[src/rtl/bcd_to_led7seg_anode_decoder.sv]
// rtl/bcd_to_led7seg_anode_decoder.sv - registered BCD/hex to common-anode 7-segment decoder
// Active-low segment drive with dp, blank, lamp test, invalid-code flag and PWM dimming.
module bcd_to_led7seg_anode_decoder #(
  parameter bit HEX_EN   = 1'b1,
  parameter int PWM_BITS = 4
) (
  input  logic                clk,
  input  logic                rst,
  input  logic [3:0]          w,
  input  logic                dp,
  input  logic                blank,
  input  logic                lamp_test,
  input  logic [PWM_BITS-1:0] bright,
  output logic [7:0]          y,
  output logic                err
);

  logic [PWM_BITS-1:0] cnt;
  logic [6:0]          seg;
  logic                pwm_en;
  logic [7:0]          y_next;

  // Segment patterns g..a, active low.
  always_comb begin
    seg = 7'h7F;
    case (w)
      4'd0:  seg = 7'h40;
      4'd1:  seg = 7'h79;
      4'd2:  seg = 7'h24;
      4'd3:  seg = 7'h30;
      4'd4:  seg = 7'h19;
      4'd5:  seg = 7'h12;
      4'd6:  seg = 7'h02;
      4'd7:  seg = 7'h78;
      4'd8:  seg = 7'h00;
      4'd9:  seg = 7'h10;
      4'd10: seg = HEX_EN ? 7'h08 : 7'h7F;
      4'd11: seg = HEX_EN ? 7'h03 : 7'h7F;
      4'd12: seg = HEX_EN ? 7'h46 : 7'h7F;
      4'd13: seg = HEX_EN ? 7'h21 : 7'h7F;
      4'd14: seg = HEX_EN ? 7'h06 : 7'h7F;
      4'd15: seg = HEX_EN ? 7'h0E : 7'h7F;
      default: seg = 7'h7F;
    endcase
  end

  assign pwm_en = (bright == {PWM_BITS{1'b1}}) || (cnt < bright);

  always_comb begin
    y_next = 8'hFF;
    if (lamp_test)
      y_next = 8'h00;
    else if (blank)
      y_next = 8'hFF;
    else if (pwm_en)
      y_next = {~dp, seg};
  end

  // Lamp test overrides everything, including the PWM gate.
  always_ff @(posedge clk or posedge rst) begin
    if (rst) begin
      cnt <= '0;
      y   <= 8'hFF;
      err <= 1'b0;
    end else begin
      cnt <= cnt + 1'b1;
      y   <= y_next;
      err <= (w > 4'd9);
    end
  end

endmodule

[config.mk]
export PLATFORM = sky130hd
export DESIGN_NAME = bcd_to_led7seg_anode_decoder
export DESIGN_NICKNAME = d
export VERILOG_FILES = /design/src/rtl/bcd_to_led7seg_anode_decoder.sv
export SDC_FILE = /design/constraint.sdc
export NUM_CORES = 1
export LEC_CHECK = 0
export CAP_MARGIN = 10
export CORE_ASPECT_RATIO = 1.25
export CORE_MARGIN = 4
export CORE_UTILIZATION = 45
export DETAILED_ROUTE_END_ITERATION = 8
export PLACE_DENSITY = 0.76
export SETUP_SLACK_MARGIN = 0.3
export SLEW_MARGIN = 20
export SYNTH_ARGS = -nofsm -noshare
export SYNTH_HDL_FRONTEND = slang
export SYNTH_SLANG_ARGS = --single-unit
[constraint.sdc]
create_clock -name clk -period 3.8 [get_ports clk]
set_input_delay 1.14 -clock clk [delete_from_list [all_inputs] [get_ports clk]]
set_output_delay 1.14 -clock clk [all_outputs]
set_load 0.01 [all_outputs]
== Word-level counts from Yosys, hierarchy flattened ==
Memory sizes are Yosys's and may differ from the RTL's.
Cells that the tools add are included.
Cells by class
  eq/ne operators: 1
  $add $sub $neg: 1
  $lt $le $gt $ge: 2
  bitwise gates (word level): 1
  reduce and logical (&&, ||, !) cells: 1
  muxes and demuxes: 3
Operators with widths (count)
  8-bit 2-to-1 mux: 3
  4-bit by 1-bit adder with 4-bit output (second input constant): 1
  4-bit equality test (second input constant): 1
  4-bit greater-than comparator (second input constant): 1
  4-bit less-than comparator: 1
  1-bit logical OR: 1
  1-bit inverter: 1
Word-level totals
  output and inout bits: 9
  register bits: 13
  ROM bits: 112
  input bits: 13
  word-level logic and storage cells: 13
  memories: 1
Memories
  (no name shown): words 16, width 7, read ports 1, clocked after Yosys merged registers in 0, wr ports 0, line 26  | case (w)

== Longest topological paths before layout ==
  depth after elaboration: 5
  gate-level depth with buffers: 6
  depth with buffers taken out: 6

== Worst setup path before layout ==
Ideal clock, no wire load.
  path kind: input to register
  from: input w[1]
  to: register y[0]
  path buffers: 0
  library setup time: 0.061 ns
  data required time: 3.739 ns
  path slack: 1.731 ns
  data arrival time: 2.008 ns
  cell stages on the path: 6
  cells stage by stage: inv_1 > ha_1 > nor2b_1 > a211oi_1 > a311o_1 > nand2_1
Between the ends
  longest elaborated chain between the ends: 4
RTL lines
  start: declaration: line 9  | input logic [3:0] w,
  memory 16 x 7 bit
  8-bit 2-to-1 mux: line 55  | else if (pwm_en)
  8-bit 2-to-1 mux: line 53  | else if (blank)
  8-bit 2-to-1 mux: line 51  | if (lamp_test)
  via y_next[0]: line 21  | logic [7:0] y_next;
  end signal: assignment: line 67  | y <= y_next;
  end: declaration: line 14  | output logic [7:0] y,
The timed path passes the listed nets, and every way through them passes these cells.

== Worst setup path in the final report ==
  from: input w[0]
  to: register y[1]
The elaborated chain is that of the path after synthesis.

==> flow_summary.ini <==
[run_status]
status = finished, final reports clean

[placement]
place_ws_ns = 1.01
gp_congestion = 0.859
io_buffers = 21
dpl.hpwl_um = 1190

[critical_path]
path_class = input port to flip-flop
cp_max_fo = 5
cp-end-kind = flip-flop
cp-start-kind = input port
critical_path_required_ns = 4.00
worstPathArrival_ns = 2.69
ff2ff_path_depth = 5

[cts]
cts_htree_levels = 1
cts-root-buf = clkbuf_4
insertion_delay_ns = 0.27
clockBufferDepth = 2
cts_tree = done
clkTransAtPathRegs_ns = 0.07
cts_made_buffers = 3
cts_resized = 0
cts_setup_buffers = 0
cts.sinks = 13
cts_hold_buffers = 0

[sta]
max_slew_margin_pct = 62.7
grt_setup_unrepaired = no
worst_pin_slew_ns = 0.557
setup_ws_ns = 1.30
setup_viol = 0
finalMaxSlewViolations = 0
period_share_pct = 65.7
hold_viol_final = 0
fin_skew_ns = 0.00213
min_period_ns = 2.50
setup_tns_ns = 0
max_freq_mhz = 401

[floorplanning]
die_w_um = 45.5
std_cell_rows = 16
start_util_pct = 48.8
io_pins = 22
fp.dieArea_sq_um = 2500
design.core.area_sq_um = 1620
die_height_um = 54.9

[layout]
num-fill-cells = 138
drive_gt1_share_pct = 13.7
postLayoutCoreUtil_pct = 63.7
diodes = 0
multiInputGateArea_sq_um = 409
finalNetCount = 126
syn_to_final_growth_pct = 30.7
seq_area_sq_um = 335

[pwr]
pwr-share-comb_pct = 23.8
p_sw_uw = 78.1
swShare_pct = 25.2
p_clk_share_pct = 26.5
powerDensity_nw_per_um2 = 300
p_leak_uw = 0.000472
power.internal_uw = 232
irDropWorstVdd_v = 0.000151
p_seq_share_pct = 49.7

[synthesis]
synth_nets = 103
synth_top_cell_by_area = dfstp_2
yosysWarnings = 0
yosysSeqAreaShare_pct = 42.4
netlist_area_sq_um = 791
synth_area_leaders = dfstp_2 27%, dfrtp_1 16%, ha_1 16%
synth_top_cell_area_share_pct = 26.6
synth_cell_types = 28
postSynthAreaPerCell_sq_um = 9.88
synth-seq-cells = 13
syn_inst = 80

[route]
wl_um = 1470
firstDrtPassIters = 4
via_count = 635
drt-vias-per-instance = 5.29
wl_per_cell_um = 12.3
drcViolationCount = 0
drt_iter0_markers = 21
ant_nets = 0

[grt]
grt_first_pass_wirelength_um = 2480
grt_usage_pct = 14.1
grt_max_degree = 19
overflow = 0
grt_pass1_vias = 638
antenna_found_initial = 0

[job]
drv_cap = 0

[min_path]
min_path_cells = 1
min_path_type = flip-flop to flip-flop
==> power groups by stage <==
stage                     logic, uW  registers, uW  clock network (uW)
after global placement         73.2            157                   0
after global routing           81.8            155                91.5
after floorplan                32.1            162                   0
final                          73.9            154                82.2
after CTS                      74.6            154                85.5
after detailed placement       74.1            157                   0
==> worst paths after layout <==
path | start | endpoint | slack, ns
worst max-delay path | w[0] | y[1] | 1.30
worst min-delay path | cnt[3] | cnt[3] | 0.49
min in group asynchronous | rst | err | 1.17
worst max register to register | cnt[1] | y[7] | 2.40
worst min register to register | cnt[3] | cnt[3] | 0.49
max in group asynchronous | rst | y[1] | 2.29
==> metrics by stage <==
step,instance area [sq um],power (uW),std cells,hold slack [ns]
floorplan,791,194,80,0.443
global placement,1010,230,116,0.469
detailed placement,1010,231,116,0.476
CTS,1030,314,120,0.490
global route,1030,328,120,0.535
finish,1030,310,120,0.486
==> sequential cells by signal, indices dropped and copies added, names as in the netlist <==
register  flops
y             8
cnt           4
err           1
==> final cells by class <==
class | count | share of cell area, %
tap | 18 | 2.18
clock buffer | 4 | 2.54
timing repair buffer | 21 | 20.3
multi-input combinational | 56 | 39.6
sequential | 13 | 32.4
inverter | 8 | 2.91
==> critical path, stage by stage <==
cell and delay (ns):
clkdlybuf4s50_1 0.56, inv_1 0.13, ha_1 0.32, mux2_2 0.26, a32oi_1 0.19, o21ai_1 0.08
==> routing by layer <==
layer,vias to the layer above,track usage [%],wire [um]
met5,-,0,0
met4,0,11.7,52
met3,5,1.64,110
met2,26,24.4,704
met1,286,14.8,606
li1,318,-,-
==> layout by cell type, fill, tap and decap left out <==
| cell | n |
|---|---|
| a21oi_1 | 6 |
| inv_1 | 8 |
| or4_4 | 1 |
| nand2_1 | 7 |
| dfrtp_1 | 5 |
| nor2b_1 | 1 |
| a211o_1 | 1 |
| a311o_1 | 1 |
| clkdlybuf4s50_1 | 21 |
| xor2_1 | 1 |
| clkbuf_1 | 1 |
| mux2_2 | 1 |
| a211oi_1 | 3 |
| o21a_1 | 1 |
| o211ai_1 | 1 |
| o21ai_1 | 8 |
| ha_1 | 10 |
| nor3_1 | 1 |
| nand3b_4 | 1 |
| nand3_1 | 1 |
| xnor2_1 | 1 |
| a22oi_1 | 1 |
| dfstp_2 | 8 |
| nor2_1 | 5 |
| nand2b_1 | 2 |
| nor3b_1 | 1 |
| a32oi_1 | 1 |
| clkbuf_4 | 3 |
==> cell usage after synthesis <==
cell type,n
a211o_1,1
a211oi_1,3
a21oi_1,6
a22oi_1,1
a311o_1,1
a32oi_1,1
buf_2,1
buf_4,1
clkbuf_1,1
dfrtp_1,5
dfstp_2,8
ha_1,10
inv_1,8
mux2_2,1
nand2_1,7
nand2b_1,2
nand3_1,1
nand3b_4,1
nor2_1,5
nor2b_1,1
nor3_1,1
nor3b_1,1
o211ai_1,1
o21a_1,1
o21ai_1,8
or4_4,1
xnor2_1,1
xor2_1,1
==> cell families after synthesis <==
kind of cell	share of synthesized area, %
flops	42.4
compound gates	18.0
mux	1.42
buf+inv	5.85
simple gates	14.2
xor+xnor	2.22
fa+ha+maj	15.8
Note: power is estimated with default switching activity, not from simulation.
